$ cat config.mk
export PLATFORM = sky130hd
export DESIGN_NAME = seq_pattern_gen
export DESIGN_NICKNAME = d
export VERILOG_FILES = /design/src/rtl/seq_pkg.sv /design/src/rtl/seq_down_cnt.sv /design/src/rtl/seq_pattern_gen.sv
export SDC_FILE = /design/constraint.sdc
export NUM_CORES = 1
export LEC_CHECK = 0
export CORE_MARGIN = 10
export CORE_UTILIZATION = 45
export CTS_CLUSTER_DIAMETER = 150
export CTS_CLUSTER_SIZE = 40
export DETAILED_ROUTE_END_ITERATION = 8
export GPL_TIMING_DRIVEN = 0
export PLACE_DENSITY = 0.75
export SLEW_MARGIN = 20
export SYNTH_ARGS = -nofsm -noshare
export SYNTH_HDL_FRONTEND = slang
export SYNTH_SLANG_ARGS = --single-unit
$ cat constraint.sdc
create_clock -name clk -period 2.5 [get_ports clk]
set_input_delay 0.25 -clock clk [delete_from_list [all_inputs] [get_ports clk]]
set_output_delay 0.25 -clock clk [all_outputs]
set_load 0.01 [all_outputs]
$ cat src/rtl/seq_pkg.sv
// Shared definitions for the serial sequence path (generator and detectors).
package seq_pkg;

  localparam int unsigned PAT_W_DEF = 8;
  localparam int unsigned LEN_W_DEF = 4;
  localparam int unsigned CNT_W_DEF = 8;
  localparam int unsigned GAP_W_DEF = 4;

  typedef enum logic [1:0] {
    ST_IDLE  = 2'd0,
    ST_SHIFT = 2'd1,
    ST_GAP   = 2'd2,
    ST_DONE  = 2'd3
  } seq_state_e;

endpackage

$ cat src/rtl/seq_down_cnt.sv
// Loadable down-counter that saturates at zero and flags the zero value.
module seq_down_cnt #(
  parameter int unsigned W = 4
) (
  input  logic         clk,
  input  logic         rst_n,
  input  logic         load,
  input  logic         dec,
  input  logic [W-1:0] load_val,
  output logic [W-1:0] count,
  output logic         zero
);

  // Load has priority over decrement; decrement never wraps below zero.
  always_ff @(posedge clk or negedge rst_n) begin
    if (!rst_n) begin
      count <= '0;
    end else if (load) begin
      count <= load_val;
    end else if (dec && (count != '0)) begin
      count <= W'(count - W'(1));
    end
  end

  assign zero = (count == '0);

endmodule

$ cat src/rtl/seq_pattern_gen.sv
// Serial bit-pattern transmitter: sends a captured pattern MSB-first, repeated with gaps.
module seq_pattern_gen
  import seq_pkg::*;
#(
  parameter int unsigned PAT_W = PAT_W_DEF,
  parameter int unsigned LEN_W = LEN_W_DEF,
  parameter int unsigned CNT_W = CNT_W_DEF,
  parameter int unsigned GAP_W = GAP_W_DEF
) (
  input  logic             clk,
  input  logic             rst_n,
  input  logic             start,
  input  logic             abort,
  input  logic [PAT_W-1:0] pattern,
  input  logic [LEN_W-1:0] pat_len,
  input  logic [CNT_W-1:0] repeat_n,
  input  logic [GAP_W-1:0] gap,
  output logic             t,
  output logic             t_valid,
  output logic             first,
  output logic             busy,
  output logic             done
);

  seq_state_e       state;
  logic [PAT_W-1:0] pattern_q;
  logic [LEN_W-1:0] len_q;
  logic [GAP_W-1:0] gap_q;

  logic [LEN_W-1:0] bit_cnt;
  logic             bit_zero;
  logic             frame_zero;
  logic             gap_zero;
  logic [CNT_W-1:0] frame_cnt_unused;
  logic [GAP_W-1:0] gap_cnt_unused;

  logic             bit_load_c, bit_dec_c;
  logic [LEN_W-1:0] bit_val_c;
  logic             frame_load_c, frame_dec_c;
  logic [CNT_W-1:0] frame_val_c;
  logic             gap_load_c, gap_dec_c;
  logic [GAP_W-1:0] gap_val_c;
  logic [LEN_W-1:0] len_c;
  logic             go_c;
  logic             start_bit_c, cur_bit_c, restart_bit_c;

  // Single-bit select with a runtime index, written as a mask so every bit is read.
  function automatic logic bit_sel(input logic [PAT_W-1:0] v, input logic [LEN_W-1:0] idx);
    return |(v & (PAT_W'(1) << idx));
  endfunction

  // Length clamp, bit selection and counter control derived from the current state.
  always_comb begin
    bit_load_c   = 1'b0;
    bit_dec_c    = 1'b0;
    bit_val_c    = '0;
    frame_load_c = 1'b0;
    frame_dec_c  = 1'b0;
    frame_val_c  = '0;
    gap_load_c   = 1'b0;
    gap_dec_c    = 1'b0;
    gap_val_c    = '0;
    len_c         = (pat_len > LEN_W'(PAT_W)) ? LEN_W'(PAT_W) : pat_len;
    go_c          = start && !abort;
    start_bit_c   = bit_sel(pattern, LEN_W'(len_c - LEN_W'(1)));
    cur_bit_c     = bit_sel(pattern_q, LEN_W'(bit_cnt - LEN_W'(1)));
    restart_bit_c = bit_sel(pattern_q, LEN_W'(len_q - LEN_W'(1)));
    case (state)
      ST_IDLE: begin
        if (go_c && (len_c != '0) && (repeat_n != '0)) begin
          bit_load_c   = 1'b1;
          bit_val_c    = LEN_W'(len_c - LEN_W'(1));
          frame_load_c = 1'b1;
          frame_val_c  = CNT_W'(repeat_n - CNT_W'(1));
        end
      end
      ST_SHIFT: begin
        if (!bit_zero) begin
          bit_dec_c = 1'b1;
        end else if (!frame_zero) begin
          frame_dec_c = 1'b1;
          if (gap_q != '0) begin
            gap_load_c = 1'b1;
            gap_val_c  = GAP_W'(gap_q - GAP_W'(1));
          end else begin
            bit_load_c = 1'b1;
            bit_val_c  = LEN_W'(len_q - LEN_W'(1));
          end
        end
      end
      ST_GAP: begin
        if (!gap_zero) begin
          gap_dec_c = 1'b1;
        end else begin
          bit_load_c = 1'b1;
          bit_val_c  = LEN_W'(len_q - LEN_W'(1));
        end
      end
      default: ;
    endcase
  end

  // State register, captured transfer parameters and registered outputs.
  always_ff @(posedge clk or negedge rst_n) begin
    if (!rst_n) begin
      state     <= ST_IDLE;
      pattern_q <= '0;
      len_q     <= '0;
      gap_q     <= '0;
      t         <= 1'b0;
      t_valid   <= 1'b0;
      first     <= 1'b0;
      busy      <= 1'b0;
      done      <= 1'b0;
    end else begin
      t       <= 1'b0;
      t_valid <= 1'b0;
      first   <= 1'b0;
      busy    <= 1'b0;
      done    <= 1'b0;
      case (state)
        ST_IDLE: begin
          if (go_c) begin
            pattern_q <= pattern;
            len_q     <= len_c;
            gap_q     <= gap;
            if ((len_c == '0) || (repeat_n == '0)) begin
              state <= ST_DONE;
              done  <= 1'b1;
            end else begin
              state   <= ST_SHIFT;
              t       <= start_bit_c;
              t_valid <= 1'b1;
              first   <= 1'b1;
              busy    <= 1'b1;
            end
          end
        end
        ST_SHIFT: begin
          if (abort) begin
            state <= ST_IDLE;
          end else if (!bit_zero) begin
            t       <= cur_bit_c;
            t_valid <= 1'b1;
            busy    <= 1'b1;
          end else if (frame_zero) begin
            state <= ST_DONE;
            done  <= 1'b1;
          end else if (gap_q != '0) begin
            state <= ST_GAP;
            busy  <= 1'b1;
          end else begin
            t       <= restart_bit_c;
            t_valid <= 1'b1;
            first   <= 1'b1;
            busy    <= 1'b1;
          end
        end
        ST_GAP: begin
          if (abort) begin
            state <= ST_IDLE;
          end else if (gap_zero) begin
            state   <= ST_SHIFT;
            t       <= restart_bit_c;
            t_valid <= 1'b1;
            first   <= 1'b1;
            busy    <= 1'b1;
          end else begin
            busy <= 1'b1;
          end
        end
        default: begin
          state <= ST_IDLE;
        end
      endcase
    end
  end

  // Index of the bit currently on t.
  seq_down_cnt #(.W(LEN_W)) u_bit_cnt (
    .clk      (clk),
    .rst_n    (rst_n),
    .load     (bit_load_c),
    .dec      (bit_dec_c),
    .load_val (bit_val_c),
    .count    (bit_cnt),
    .zero     (bit_zero)
  );

  // Frames still to send after the current one.
  seq_down_cnt #(.W(CNT_W)) u_frame_cnt (
    .clk      (clk),
    .rst_n    (rst_n),
    .load     (frame_load_c),
    .dec      (frame_dec_c),
    .load_val (frame_val_c),
    .count    (frame_cnt_unused),
    .zero     (frame_zero)
  );

  // Gap cycles still to wait after the current one.
  seq_down_cnt #(.W(GAP_W)) u_gap_cnt (
    .clk      (clk),
    .rst_n    (rst_n),
    .load     (gap_load_c),
    .dec      (gap_dec_c),
    .load_val (gap_val_c),
    .count    (gap_cnt_unused),
    .zero     (gap_zero)
  );

endmodule

**After elaboration in Yosys (flattened, before gate mapping)**

Index checks and enable logic that the tools add are counted.

- Input port bits: 28
- Register bits: 39
- Output and inout bits: 5

- Add/subtract/negate cells: 7
- Shift-type cells: 3
- Mux-type cells: 73
- Equal/unequal tests: 6
- Bitwise logic cells: 3
- Reduce and logical (&&, ||, !) cells: 28
- $lt $le $gt $ge: 1

Operators by type and width:

| kind | number |
|---|---|
| $mux 4 | 14 |
| $mux 1 | 39 |
| $mux 8 | 4 |
| $and 8x8->8 | 3 |
| $reduce_or 8->1 | 3 |
| $shl 1x4->8 const A | 3 |
| $sub 4x1->4 const B | 5 |
| $logic_not 8->1 | 2 |
| $mux 2 | 8 |
| $reduce_bool 4->1 | 4 |
| $reduce_bool 8->1 | 2 |
| $sub 8x1->8 const B | 2 |
| $pmux 1 s3 | 5 |
| $logic_not 4->1 | 3 |
| $pmux 4 s3 | 1 |
| $logic_and 1x1->1 | 6 |
| $ne 3x3->1 const B | 2 |
| $pmux 2 s3 | 1 |
| $reduce_bool 2->1 | 3 |
| $gt 4x4->1 const B | 1 |
| $ne 4x4->1 const B | 1 |
| $reduce_and 4->1 | 1 |
| $eq 2x1->1 const B | 1 |
| $eq 2x2->1 const B | 1 |
| other kinds (6) | 6 |

**Logic depth before layout (Yosys ltp)**

- Depth in word-level cells: 9
- Depth in mapped cells: 7
- Gate-level depth less buffers: 7

**Cells and area by module**

A second synthesis with hierarchy kept.

- Cells, all modules: 311
- Area, all modules: 2721.4 um2

Modules (own cells, without submodules):

| module | cells each | area an instance (um2) | seq. area each (um2) | times used |
|---|---|---|---|---|
| seq_pattern_gen | 199 | 1652.8 | 575.6 | 1 |
| seq_down_cnt at u_bit_cnt ... | 27 | 270.3 | 100.1 | 2 |
| seq_down_cnt at u_frame_cnt | 58 | 528.0 | 200.2 | 1 |

**Worst setup path before layout**

OpenSTA, ideal clock, no wires.

- Kind: register -> register
- Start point: reg u_bit_cnt.count[0]
- End point: reg t
- Required time: 2.384 ns
- Buffers on the path: 0
- Stages on the path, launching flop included: 8
- Slack: 0.333 ns
- Arrival time: 2.052 ns
- Cells stage by stage: dfrtp_1 inv_1 ha_1 nor3b_4 o311a_4 a22oi_4 or4_1 o311ai_0

- Cells in the longest elaborated chain, start to end: 7
- Elaborated cells between the ends (all ways): 8
- Classes of those cells: add/sub (1); shift (1); mux (3); bitwise (1); reduce/logical (2)

RTL lines:

| what | RTL line | RTL |
|---|---|---|
| start: declaration | seq_down_cnt.sv:10 | `output logic [W-1:0] count,` |
| start signal: assignment | seq_down_cnt.sv:19 | `count <= load_val;` |
| start signal: assignment | seq_down_cnt.sv:21 | `count <= W'(count - W'(1));` |
| $sub 4x1->4 | seq_pattern_gen.sv:66 | `cur_bit_c = bit_sel(pattern_q, LEN_W'(bit_cnt - LEN_W'(1)));` |
| $shl 1x4->8 | seq_pattern_gen.sv:49 | `return \|(v & (PAT_W'(1) << idx));` |
| $and 8x8->8 | seq_pattern_gen.sv:49 |  |
| $reduce_or 8->1 | seq_pattern_gen.sv:49 |  |
| $mux 1 (*) | seq_pattern_gen.sv:142 | `end else if (!bit_zero) begin` |
| $mux 1 (*) | seq_pattern_gen.sv:140 | `if (abort) begin` |
| $pmux 1 s3 (*) | seq_pattern_gen.sv:121 | `case (state)` |
| end signal: assignment | seq_pattern_gen.sv:132 | `t <= start_bit_c;` |
| end signal: assignment | seq_pattern_gen.sv:143 | `t <= cur_bit_c;` |
| end signal: assignment | seq_pattern_gen.sv:153 | `t <= restart_bit_c;` |
| end: declaration | seq_pattern_gen.sv:18 | `output logic t,` |

Every way passes the cells marked *; elsewhere a longest branch is shown, timed or not.
A chain may end at the register's enable or synchronous reset.

**Worst setup path in the final report**

Same ends and word-level chain as after synthesis.

==> results.ini <==
[outcome]
status=finished, final reports clean

[synth]
seq_area_frac_synth=0.371
synthTopCellsByCount=nand2_1 (54), dfrtp_1 (39), ha_1 (22)
yosysWarnings=0
syn_area_sq_um=2630
synth_area_per_cell_sq_um=8.98
ys_types=46
async_flop_share=1.00
yosysMostFrequentCell=nand2_1
synthTopCellsByArea=dfrtp_1 (37%), ha_1 (10%), nand2_1 (7.7%), xnor2_1 (4.0%), a22oi_1 (3.1%)
synth-edff-count=0
syn_nets=343
dominantRegCellSynth=dfrtp_1
synth_top_area_frac=0.371
synth_top_cell_by_area=dfrtp_1
ys_ff_latch=39
synthCells=293

[sta]
finalCriticalPeriod_ns=2.39
hold_viol=0
period_share=0.954
fmax_mhz=419
tightest_slew_ns=0.580
worst_hold_slack_ns=0.386
rsz0062_at_grt=false
relSlewSlack=0.612
slew_viol_final=0
setup_viol=0
skew_ns=0.00767

[cells_and_area]
insertedDiodeCount=0
area_growth_pct=21.8
seqCellArea_sq_um=976
n_fill_cell=502
drive_above_1_share=0.0950
fin_nets=386
stdcell_count=409
final_util=0.575
multi_input_area_sq_um=1570

[power]
leakage_nw=1.40
irDropWorstVdd_v=0.000431
p_sw_frac=0.416
pwr-share-comb=0.469
power.net_switching_mw=1.37
clockPowerShare=0.161
power_frac_seq=0.370
power.density_nw_per_um2=1030
p_int_mw=1.93

[critical_path]
max_stage_delay_ns=0.54
cp_cell_sequence=inv_1 > ha_1 > nor3b_4 > o311a_4 > a22oi_4 > or4_1 > o311ai_0
endpoint_kind=flop
crit_required_ns=2.66
critPathMaxFanout=8
critPathLaunch=u_bit_cnt.count[0]$_DFFE_PN0P_
r2r-start=u_bit_cnt.count[0]$_DFFE_PN0P_
startpoint_type=flop
crit_arrival_ns=2.54
reg2reg_depth=7
critPathKind=reg -> reg
critPathSlowestCell=or4_1

[clock_tree]
htreeDepth=2
cts_buffer_depth=2
clkTransAtPathRegs_ns=0.08
clockRootBuffer=clkbuf_8
cts_buffers=5
clock_latency_ns=0.30
clock_sinks=39
cts_tree=done

[placement]
io_buffers=32
hpwl_um=4760
placedCellCount=398
gp_congestion=0.836

[route]
drt-pass1-iter-count=4
wl_um=6070
dr.first_iter.drc_count=169
ant_nets=0
vias_per_cell=5.47
drc_errors=0
num_vias=2238
avgRoutedWirePerCell_um=14.8

[global_routing]
grt_overflow_total=0
grt.total_usage=0.140
grt_max_degree=26
grt_pass1_vias=2193
grt_pass1_wl_um=10300
antenna_found_initial=0

[floorplan]
start_util=0.472
dieArea_sq_um=9300
io_pins=33
die_w_um=96.5
fp.dieH_um=96.5
core_sq_um=5570
std_cell_rows=27

[hold_path]
holdCritPathClass=in -> async

[flow_run]
drv_cap=0

-- power by group through the flow --
stage          clock network (mW)  registers (mW)  logic, mW
3_3_place_gp                    0            1.21       1.49
3_5_place_dp                    0            1.23       1.53
5_1_grt                     0.572            1.26       1.76
4_1_cts                     0.542            1.22       1.55
2_1_floorplan                   0            1.16       1.16
6_report                    0.533            1.22       1.55
-- final cells by class --
cell class,instances,share of cell area
tap,72,0.0281
clock buffer,5,0.0215
buffer,7,0.0105
clock inverter,3,0.0137
multi-input combinational,232,0.491
timing repair buffer,36,0.113
sequential,39,0.305
inverter,15,0.0176
-- per-layer routing --
| metal | global-route usage | wire [um] | vias to the layer above |
|---|---|---|---|
| met5 | 0 | 0 | - |
| met4 | 0.0508 | 119 | 0 |
| met3 | 0.0270 | 291 | 8 |
| met2 | 0.223 | 2820 | 50 |
| met1 | 0.183 | 2840 | 1051 |
| li1 | - | - | 1129 |
-- kinds of logic (layout without fill, tap and decap cells) --
kind of cell,Yosys count,in the layout,synth area share
compound gates,67,67,0.182
simple gates,122,122,0.235
flops,39,39,0.371
mux,4,4,0.0167
buf+inv,22,66,0.0333
xor+xnor,17,17,0.0566
fa+ha+maj,22,22,0.105
-- through the flow --
step / total power, mW / TNS (ns) / setup slack (ns) / instance area, sq um
after floorplan: 2.32 / 0 / 0.333 / 2630
after global placement: 2.70 / -1.68 / -0.185 / 3040
after detailed placement: 2.76 / -1.78 / -0.199 / 3060
after CTS: 3.31 / 0 / 0.104 / 3190
after global routing: 3.59 / 0 / 0.00754 / 3200
final: 3.30 / 0 / 0.114 / 3200
-- critical path: cells and delay by family, from the launching register on --
family	cells	cell delay (ns)
AND/OR/NAND/NOR	2	0.84
AO/OA/AOI/OAI	3	0.53
flip-flops	1	0.48
adder cells (fa/ha/maj)	1	0.24
buffers and inverters	1	0.15
-- path summary, 6_finish.rpt --
kind                                                     to  slack (ns)
setup / recovery                                t$_DFF_PN0_        0.11
hold / removal                         gap_q[0]$_DFFE_PN0P_        0.39
setup reg to reg                                t$_DFF_PN0_        0.11
hold reg to reg              u_gap_cnt.count[0]$_DFFE_PN0P_        0.48
max in group asynchronous  u_frame_cnt.count[0]$_DFFE_PN0P_        1.65
min in group clk                       gap_q[2]$_DFFE_PN0P_        0.47
-- cells in the final DEF, fill, tap and decap left out, types with 3 or more instances in the layout --
cell,synthesis,layout
ha_1,22,22
clkdlybuf4s50_1,0,31
dfrtp_1,39,39
o22a_1,3,3
o21ai_0,16,16
clkbuf_1,3,3
o31ai_1,4,4
nand2_1,54,54
nor3b_1,5,5
nand4_1,3,3
a22oi_1,11,11
buf_2,3,3
xor2_1,5,5
or3b_2,3,3
a21oi_1,15,15
xnor2_1,12,12
or4_1,4,4
inv_1,15,15
nor4_1,4,4
clkbuf_8,0,5
nand2b_1,7,6
nand3_1,7,7
mux2_2,3,3
nor3_1,8,7
nor2_1,18,18
-- state kept, by name, summed over array words and instances (netlist names) --
name / count
gap_q: 4
busy: 1
state: 2
t_valid: 1
u_frame_cnt.count: 8
first: 1
t: 1
done: 1
len_q: 4
pattern_q: 8
u_bit_cnt.count: 4
u_gap_cnt.count: 4
-- repair_timing --
action | in CTS | in global routing
endpoints found under the hold margin | 14 | 0
resized for setup | 0 | 3
endpoints found under the setup margin | 1 | 11
pin swaps | 0 | 1
hold buffers | 1 | 0
setup buffers | 1 | 1
Power figures use the tool's default switching activity.
